### src/rtl/ddr3_axi_memtest.sv
// ---------------------------------------------------------------------------
// ddr3_axi_memtest
//
// AXI4 memory test initiator for the inport_* slave of the DDR3 AXI
// controller. It fills a contiguous region starting at BASE_ADDR with a
// deterministic pattern using NUM_BURSTS INCR bursts of BURST_LEN beats.
// It then reads the region back and compares every beat. When the run ends
// it reports pass/fail, a saturating error count and the first failing
// byte address.
//
// Only one burst is outstanding at any time. The whole write phase,
// including every write response, completes before the first read address
// is issued.
//
// Pattern selection (compile-time macro MEMTEST_LFSR_EN):
//   undefined : word = byte_addr ^ seed
//   defined   : word = 32-bit Galois LFSR (taps 32,22,2,1) seeded with seed
//               (a seed of 0 becomes 1). The LFSR steps once per write beat
//               and is reloaded from the seed when the read phase starts.
//
// Handshake semantics (every channel): a transfer happens on a rising clock
// edge where valid and ready are both high. A valid, once raised, stays
// high with a stable payload until that edge. awvalid and wvalid are never
// high together. bready is tied high. rready is high only while reading
// burst data.
//
// Ports:
//   clk_i, rst_n_i        clock, asynchronous active-low reset
//   start_i, seed_i       start pulse (ignored while busy_o), pattern seed
//   busy_o, done_o        test running / test finished (held until restart)
//   pass_o                no mismatches and no error responses (with done_o)
//   err_count_o           saturating error count
//   first_err_addr_o      byte address of the first failing read beat
//   dbg_state_o           current FSM state encoding
//   outport_aw*/w*/b*     AXI write address / data / response channels
//   outport_ar*/r*        AXI read address / data channels
// ---------------------------------------------------------------------------
module ddr3_axi_memtest #(
  parameter logic [31:0] BASE_ADDR  = 32'h0000_0000,
  parameter int          NUM_BURSTS = 1024,
  parameter int          BURST_LEN  = 16,
  parameter logic [3:0]  AXI_ID     = 4'd0
) (
  input  logic        clk_i,
  input  logic        rst_n_i,
  input  logic        start_i,
  input  logic [31:0] seed_i,
  output logic        busy_o,
  output logic        done_o,
  output logic        pass_o,
  output logic [15:0] err_count_o,
  output logic [31:0] first_err_addr_o,
  output logic [2:0]  dbg_state_o,
  output logic        outport_awvalid_o,
  output logic [31:0] outport_awaddr_o,
  output logic [3:0]  outport_awid_o,
  output logic [7:0]  outport_awlen_o,
  output logic [1:0]  outport_awburst_o,
  input  logic        outport_awready_i,
  output logic        outport_wvalid_o,
  output logic [31:0] outport_wdata_o,
  output logic [3:0]  outport_wstrb_o,
  output logic        outport_wlast_o,
  input  logic        outport_wready_i,
  input  logic        outport_bvalid_i,
  input  logic [1:0]  outport_bresp_i,
  input  logic [3:0]  outport_bid_i,
  output logic        outport_bready_o,
  output logic        outport_arvalid_o,
  output logic [31:0] outport_araddr_o,
  output logic [3:0]  outport_arid_o,
  output logic [7:0]  outport_arlen_o,
  output logic [1:0]  outport_arburst_o,
  input  logic        outport_arready_i,
  input  logic        outport_rvalid_i,
  input  logic [31:0] outport_rdata_i,
  input  logic [1:0]  outport_rresp_i,
  input  logic [3:0]  outport_rid_i,
  input  logic        outport_rlast_i,
  output logic        outport_rready_o
);

  typedef enum logic [2:0] {
    ST_IDLE    = 3'd0,
    ST_WR_ADDR = 3'd1,
    ST_WR_DATA = 3'd2,
    ST_WR_RESP = 3'd3,
    ST_RD_ADDR = 3'd4,
    ST_RD_DATA = 3'd5,
    ST_DONE    = 3'd6
  } state_e;

  localparam logic [31:0] BURST_BYTES = 32'(BURST_LEN * 4);
  localparam logic [7:0]  LAST_BEAT   = 8'(BURST_LEN - 1);
  localparam logic [15:0] LAST_BURST  = 16'(NUM_BURSTS - 1);

  function automatic logic [15:0] sat_add(input logic [15:0] cnt, input logic [1:0] inc);
    logic [16:0] sum;
    sum = {1'b0, cnt} + {15'd0, inc};
    return sum[16] ? 16'hFFFF : sum[15:0];
  endfunction

  state_e      state_q, state_d;
  logic [31:0] seed_q, seed_d;
  logic [15:0] burst_idx_q, burst_idx_d;
  logic [7:0]  beat_cnt_q, beat_cnt_d;
  logic [31:0] burst_addr_q, burst_addr_d;   // first byte of the current burst
  logic [31:0] beat_addr_q, beat_addr_d;     // byte address of the current beat
  logic [15:0] err_count_q, err_count_d;
  logic [31:0] first_err_addr_q, first_err_addr_d;
  logic        first_err_seen_q, first_err_seen_d;
  logic        busy_q, busy_d;
  logic        done_q, done_d;
  logic        pass_q, pass_d;
  logic        awvalid_q, awvalid_d;
  logic        wvalid_q, wvalid_d;
  logic        arvalid_q, arvalid_d;
  logic        rready_q, rready_d;

  logic [1:0]  err_inc;
  logic        err_clear;
  logic        enter_done;
  logic        beat_bad;
  logic        short_burst;
  logic [31:0] next_burst_addr;
  logic [31:0] pattern;

`ifdef MEMTEST_LFSR_EN
  logic [31:0] lfsr_q, lfsr_d;
  logic [31:0] lfsr_next;

  function automatic logic [31:0] seed_fix(input logic [31:0] s);
    return (s == 32'h0) ? 32'h1 : s;
  endfunction

  // Right-shifting Galois form of x^32 + x^22 + x^2 + x + 1.
  assign lfsr_next = {1'b0, lfsr_q[31:1]} ^ (lfsr_q[0] ? 32'h8020_0003 : 32'h0);
  assign pattern   = lfsr_q;
`else
  assign pattern   = beat_addr_q ^ seed_q;
`endif

  always_comb begin
    state_d          = state_q;
    seed_d           = seed_q;
    burst_idx_d      = burst_idx_q;
    beat_cnt_d       = beat_cnt_q;
    burst_addr_d     = burst_addr_q;
    beat_addr_d      = beat_addr_q;
    first_err_addr_d = first_err_addr_q;
    first_err_seen_d = first_err_seen_q;
    busy_d           = busy_q;
    done_d           = done_q;
    pass_d           = pass_q;
    awvalid_d        = awvalid_q;
    wvalid_d         = wvalid_q;
    arvalid_d        = arvalid_q;
    rready_d         = rready_q;
    err_inc          = 2'd0;
    err_clear        = 1'b0;
    enter_done       = 1'b0;
    beat_bad         = 1'b0;
    short_burst      = 1'b0;
    next_burst_addr  = burst_addr_q + BURST_BYTES;
`ifdef MEMTEST_LFSR_EN
    lfsr_d           = lfsr_q;
`endif

    case (state_q)
      ST_IDLE, ST_DONE: begin
        if (state_q == ST_DONE) state_d = ST_IDLE;
        if (start_i) begin
          seed_d           = seed_i;
          burst_idx_d      = 16'd0;
          beat_cnt_d       = 8'd0;
          burst_addr_d     = BASE_ADDR;
          beat_addr_d      = BASE_ADDR;
          err_clear        = 1'b1;
          first_err_addr_d = 32'h0;
          first_err_seen_d = 1'b0;
          busy_d           = 1'b1;
          done_d           = 1'b0;
          pass_d           = 1'b0;
          awvalid_d        = 1'b1;
          state_d          = ST_WR_ADDR;
`ifdef MEMTEST_LFSR_EN
          lfsr_d           = seed_fix(seed_i);
`endif
        end
      end

      ST_WR_ADDR: begin
        if (outport_awready_i) begin
          awvalid_d  = 1'b0;
          wvalid_d   = 1'b1;
          beat_cnt_d = 8'd0;
          state_d    = ST_WR_DATA;
        end
      end

      ST_WR_DATA: begin
        if (outport_wready_i) begin
          beat_addr_d = beat_addr_q + 32'd4;
`ifdef MEMTEST_LFSR_EN
          lfsr_d      = lfsr_next;
`endif
          if (beat_cnt_q == LAST_BEAT) begin
            wvalid_d = 1'b0;
            state_d  = ST_WR_RESP;
          end else begin
            beat_cnt_d = beat_cnt_q + 8'd1;
          end
        end
      end

      ST_WR_RESP: begin
        if (outport_bvalid_i) begin
          err_inc = {1'b0, (outport_bresp_i != 2'b00) || (outport_bid_i != AXI_ID)};
          if (burst_idx_q == LAST_BURST) begin
            // Rewind address and pattern so the read phase replays the writes.
            burst_idx_d  = 16'd0;
            burst_addr_d = BASE_ADDR;
            beat_addr_d  = BASE_ADDR;
            arvalid_d    = 1'b1;
            state_d      = ST_RD_ADDR;
`ifdef MEMTEST_LFSR_EN
            lfsr_d       = seed_fix(seed_q);
`endif
          end else begin
            burst_idx_d  = burst_idx_q + 16'd1;
            burst_addr_d = next_burst_addr;
            beat_addr_d  = next_burst_addr;
            awvalid_d    = 1'b1;
            state_d      = ST_WR_ADDR;
          end
        end
      end

      ST_RD_ADDR: begin
        if (outport_arready_i) begin
          arvalid_d  = 1'b0;
          rready_d   = 1'b1;
          beat_cnt_d = 8'd0;
          state_d    = ST_RD_DATA;
        end
      end

      ST_RD_DATA: begin
        if (outport_rvalid_i) begin
          beat_bad    = (outport_rdata_i != pattern) || (outport_rresp_i != 2'b00) ||
                        (outport_rid_i != AXI_ID);
          // An early rlast is an extra error on top of any data error.
          short_burst = outport_rlast_i && (beat_cnt_q != LAST_BEAT);
          err_inc     = {1'b0, beat_bad} + {1'b0, short_burst};
          if ((beat_bad || short_burst) && !first_err_seen_q) begin
            first_err_seen_d = 1'b1;
            first_err_addr_d = beat_addr_q;
          end
          beat_addr_d = beat_addr_q + 32'd4;
          beat_cnt_d  = beat_cnt_q + 8'd1;
`ifdef MEMTEST_LFSR_EN
          // A short burst leaves the LFSR behind; later compares then fail
          // too, which is acceptable since the run is already failing.
          lfsr_d      = lfsr_next;
`endif
          if (outport_rlast_i) begin
            // Realign to the next burst even if the current one ended early.
            rready_d     = 1'b0;
            burst_addr_d = next_burst_addr;
            beat_addr_d  = next_burst_addr;
            if (burst_idx_q == LAST_BURST) begin
              busy_d     = 1'b0;
              done_d     = 1'b1;
              enter_done = 1'b1;
              state_d    = ST_DONE;
            end else begin
              burst_idx_d = burst_idx_q + 16'd1;
              arvalid_d   = 1'b1;
              state_d     = ST_RD_ADDR;
            end
          end
        end
      end

      default: state_d = ST_IDLE;
    endcase

    err_count_d = err_clear ? 16'd0 : sat_add(err_count_q, err_inc);
    if (enter_done) pass_d = (err_count_d == 16'd0);
  end

  always_ff @(posedge clk_i or negedge rst_n_i) begin
    if (!rst_n_i) begin
      state_q          <= ST_IDLE;
      seed_q           <= 32'h0;
      burst_idx_q      <= 16'd0;
      beat_cnt_q       <= 8'd0;
      burst_addr_q     <= 32'h0;
      beat_addr_q      <= 32'h0;
      err_count_q      <= 16'd0;
      first_err_addr_q <= 32'h0;
      first_err_seen_q <= 1'b0;
      busy_q           <= 1'b0;
      done_q           <= 1'b0;
      pass_q           <= 1'b0;
      awvalid_q        <= 1'b0;
      wvalid_q         <= 1'b0;
      arvalid_q        <= 1'b0;
      rready_q         <= 1'b0;
`ifdef MEMTEST_LFSR_EN
      lfsr_q           <= 32'h1;
`endif
    end else begin
      state_q          <= state_d;
      seed_q           <= seed_d;
      burst_idx_q      <= burst_idx_d;
      beat_cnt_q       <= beat_cnt_d;
      burst_addr_q     <= burst_addr_d;
      beat_addr_q      <= beat_addr_d;
      err_count_q      <= err_count_d;
      first_err_addr_q <= first_err_addr_d;
      first_err_seen_q <= first_err_seen_d;
      busy_q           <= busy_d;
      done_q           <= done_d;
      pass_q           <= pass_d;
      awvalid_q        <= awvalid_d;
      wvalid_q         <= wvalid_d;
      arvalid_q        <= arvalid_d;
      rready_q         <= rready_d;
`ifdef MEMTEST_LFSR_EN
      lfsr_q           <= lfsr_d;
`endif
    end
  end

  assign busy_o            = busy_q;
  assign done_o            = done_q;
  assign pass_o            = pass_q;
  assign err_count_o       = err_count_q;
  assign first_err_addr_o  = first_err_addr_q;
  assign dbg_state_o       = state_q;

  assign outport_awvalid_o = awvalid_q;
  assign outport_awaddr_o  = burst_addr_q;
  assign outport_awid_o    = AXI_ID;
  assign outport_awlen_o   = LAST_BEAT;
  assign outport_awburst_o = 2'b01;

  assign outport_wvalid_o  = wvalid_q;
  assign outport_wdata_o   = pattern;
  assign outport_wstrb_o   = 4'hF;
  assign outport_wlast_o   = wvalid_q && (beat_cnt_q == LAST_BEAT);

  assign outport_bready_o  = 1'b1;

  assign outport_arvalid_o = arvalid_q;
  assign outport_araddr_o  = burst_addr_q;
  assign outport_arid_o    = AXI_ID;
  assign outport_arlen_o   = LAST_BEAT;
  assign outport_arburst_o = 2'b01;

  assign outport_rready_o  = rready_q;

endmodule

### config.mk
export PLATFORM = sky130hd
export DESIGN_NAME = ddr3_axi_memtest
export DESIGN_NICKNAME = d
export VERILOG_FILES = /design/src/rtl/ddr3_axi_memtest.sv
export SDC_FILE = /design/constraint.sdc
export NUM_CORES = 1
export LEC_CHECK = 0
export CORE_MARGIN = 8
export CORE_UTILIZATION = 35
export DETAILED_ROUTE_END_ITERATION = 16
export PLACE_DENSITY = 0.69
export SETUP_SLACK_MARGIN = 0.5
export SLEW_MARGIN = 15
export SYNTH_ARGS = -nofsm -noshare
export SYNTH_HDL_FRONTEND = slang
export SYNTH_SLANG_ARGS = --single-unit
### constraint.sdc
create_clock -name clk_i -period 6.1 [get_ports clk_i]
set_clock_uncertainty 0.1 [all_clocks]
set_input_delay 0.61 -clock clk_i [delete_from_list [all_inputs] [get_ports clk_i]]
set_output_delay 0.61 -clock clk_i [all_outputs]
set_load 0.005 [all_outputs]
==> impl_results.md <==
* Switching share of total power at 37.4%
* Die W at 190 µm
* Num CTS Buffers at 17
* Buffers from clock root to sink, at most at 2
* Switching power at 1640 µW
* Power after layout at 4390 µW
* Critical Path End Type: register
* Tot GR Track Use at 17.9%
* CTS root buf: clkbuf_16
* Min Tclk post-route at 5370 ps
* Number of input and output port buffers inserted at 239
* Library cells used by synthesis at 82
* Count of final setup violators at 0
* Count of TritonRoute iterations in the first routing pass at 5
* Post-detailed-route wirelength per cell at 19.8 µm
* Worst hold-check path type: in2async
* Setup total negative slack at 0 ps
* Fraction of the yosys area taken by sequential cells at 42.4%
* Biggest fanout along the worst timing path at 10
* Number of antenna violations at the first check in global routing at 0
* Reported leakage power at 0.00554 µW
* Detailed route wirelength on metal2 at 15.4 mm
* Vias after detailed routing at 9100
* Met3 routed wirelength at 2.29 mm
* Internal cell power at 2750 µW
* Proportion of power drawn by the clock network at 25.6%
* Buffers inserted by post-CTS timing repair at 0
* Post-synth design cell area at 10600 µm²
* Maximum capacitance violations at 0
* Total of fill cells in the finished design at 2778
* Hold-fix buffers, CTS at 0
* Clock sinks at 179
* Number of top-level pins at 273
* Part of the power in combinational logic at 38.5%
* Layout cells sized above 1 at 8.37%
* Critical path required time at 6380 ps
* Fraction of synthesized cell area taken by the top area cell type at 42.4%
* Final number of max-transition violations at 0
* Peak Freq at 186 MHz
* Most common flop cell mapped by yosys: dfrtp_1
* Clk pin slew, worst setup/hold paths at 70 ps
* Worst-Margin Slew at 1160 ps
* Area grow syn2layout at 27.6%
* Result of the run: completed
* Number of hold violations in the final report at 0
* Final antenna diode count at 0
* Max_slew headroom at 22.4%
* Syn avg cell area at 9.55 µm²
* Worst voltage drop across the vdd grid at 0.181 mV
* Biggest area consumer among synthesized cells: dfrtp_1
* Initial Util at 35.5%
* Gpl congestion at 0.860
* Drt via density at 5.42
* Critical path startpoint category: register
* Final Cycle Share at 88.0%
* Overflow after GRT at 0
* Clock tree from TritonCTS: yes
* Maximum number of pins on one net before global-route repair at 65
* Count of standard-cell rows at 63
* Synth top area cells: dfrtp_1 (42%), buf_4 (5.3%), xor2_1 (4.5%)
* Highest metal layer used by the detailed router: met4
* Critical path arrival at 5650 ps
* Placeable core region at 29700 µm²
* Setup CP Type: reg2reg
* Synthesized instance count at 1106
* RSZ-0062 raised after global routing: false
* Antenna-violating nets left at 0
* H-tree levels at 4
* Number of warnings reported in the yosys synthesis log at 0
* Area enclosed by the die boundary at 36000 µm²
* Worst-skew pair later-pin latency at 440 ps
* Fraction of registers with async set/reset at 100%
* Post-Route M1 WL at 15.1 mm
* Number of remaining DRC errors at 0
* FF+latch count, synth at 179
* Sequential fraction of design power at 35.9%
* DRT Wirelength at 33.3 mm
* Vertical die dimension at 190 µm
* Power per cell area at 326 nW/µm²
* Global-route wire length before repair at 51.6 mm
* Placed wire-length estimate after detailed placement at 25.2 mm
* Iteration-0 DRC Markers at 625
* Number of enable-type register cells in the synthesized netlist at 0
* Via count of the first global-routing pass at 8941
* Total Nets Final at 1371
-- Yosys cell counts (5+ instances only) --
cell type  instances
or4_1              6
and3_1            24
nand3_1           38
and2_1            15
nor2_1            64
xnor2_1           53
a21oi_1           50
a31oi_1            8
o31ai_1           16
a22o_1            39
nor3_1            18
nor4_1            19
xor2_1            54
inv_1             19
and4_1            10
mux2_2            35
nor3b_1            9
dfrtp_1          179
clkbuf_1          24
nand4_1           24
buf_2             30
ha_1               8
o21ai_0           94
buf_4             74
o21a_1             5
or3_1              7
nand2_1           73
nand2b_1          11
-- per-stage QoR --
step / util, % / worst slack [ps] / hold slack [ps] / instance area (µm²) / std cells
3_3_place_gp: 43.3 / 576 / 387 / 12900 / 1648
6_report: 45.3 / 731 / 31.5 / 13500 / 1680
3_5_place_dp: 43.3 / 513 / 393 / 12900 / 1648
5_1_grt: 45.3 / 502 / 84.0 / 13500 / 1680
4_1_cts: 45.3 / 695 / 58.4 / 13500 / 1680
2_1_floorplan: - / 1680 / 214 / 10700 / 1137
-- power groups by stage --
| stage | logic [µW] | registers (µW) | clock network (µW) |
|---|---|---|---|
| after floorplan | 1080 | 1490 | 0 |
| after global routing | 1840 | 1600 | 1200 |
| after detailed placement | 1710 | 1590 | 0 |
| after CTS | 1710 | 1570 | 1150 |
| final | 1690 | 1570 | 1120 |
| after global placement | 1680 | 1580 | 0 |
-- layout by cell type, fill, tap and decap left out, types with 5 or more instances in the layout --
master	n
a21oi_1	50
a22o_1	39
a31oi_1	8
and2_1	15
and3_1	24
and4_1	10
buf_4	14
clkbuf_16	17
clkdlybuf4s50_1	238
conb_1	33
dfrtp_1	179
ha_1	8
inv_1	19
mux2_2	35
nand2_1	73
nand2b_1	11
nand3_1	38
nand4_1	24
nor2_1	64
nor3_1	18
nor3b_1	9
nor4_1	19
o21a_1	5
o21ai_0	94
o31ai_1	16
or3_1	7
or4_1	6
xnor2_1	53
xor2_1	52
-- routing by layer --
metal | global-route usage [%] | up-vias
li1 | - | 4227
met1 | 24.1 | 4483
met2 | 29.1 | 361
met3 | 3.92 | 29
met4 | 3.76 | 0
met5 | 0 | -
-- worst max-delay path, cell delays in order (launching register included) --
cell and delay [ps]:
dfrtp_1 610, xor2_1 300, xnor2_1 190, nand4_1 120, nor4_1 260, nand3_1 190
or4_1 660, ha_1 330, nand3_1 70, o21ai_0 170, ha_1 240, inv_1 50
fa_1 420, nand4b_1 310, nor4_1 400, mux2i_1 310, o2111ai_1 130, nor4_1 280
or2_2 150
-- state kept, by name, indices dropped and copies added (netlist names), 3 cells and up --
| name | flops |
|---|---|
| beat_cnt_q | 8 |
| err_count_o | 16 |
| first_err_addr_o | 32 |
| beat_addr_q | 32 |
| seed_q | 32 |
| dbg_state_o | 3 |
| outport_araddr_o | 32 |
| burst_idx_q | 16 |
-- what timing repair did --
action                                  in CTS  in global routing
gates resized for setup                      0                  2
endpoints found under the setup margin       0                  1
endpoints found under the hold margin        0                  0
-- logic make-up (layout without fill, tap and decap cells) --
logic type / Yosys count / in the layout / share of synthesized area, %
AO/OA/AOI/OAI: 266 / 266 / 16.5
XOR/XNOR: 107 / 107 / 8.87
adder cells (fa/ha/maj): 9 / 9 / 1.14
buffers and inverters: 151 / 304 / 8.39
flip-flops: 179 / 179 / 42.4
multiplexers: 39 / 39 / 4.11
other: 2 / 33 / 0.0711
AND/OR/NAND/NOR: 353 / 353 / 18.5
-- area by class of cell --
type                       count  area (µm²)  area share (%)
tap                          390         488            3.62
clock buffer                  18         429            3.19
multi-input combinational    807        5330            39.6
sequential                   179        4480            33.2
inverter                      19        71.3           0.529
clock inverter                14         173            1.28
timing repair buffer         253        2500            18.5
-- worst paths after layout --
kind	depth (start not counted)	slack (ps)	startpoint	end
max	18	730	beat_addr_q[7]$_DFFE_PN0P_	pass_o$_DFFE_PN0P_
min in group clk_i	1	410	beat_cnt_q[7]$_DFFE_PN0P_	beat_cnt_q[7]$_DFFE_PN0P_
min	1	30	rst_n_i	outport_araddr_o[26]$_DFFE_PN0P_
max reg2reg	18	730	beat_addr_q[7]$_DFFE_PN0P_	pass_o$_DFFE_PN0P_
max in group asynchronous	2	4660	rst_n_i	outport_araddr_o[19]$_DFFE_PN0P_
min reg2reg	1	410	beat_cnt_q[7]$_DFFE_PN0P_	beat_cnt_q[7]$_DFFE_PN0P_
Power figures use the tool's default switching activity.
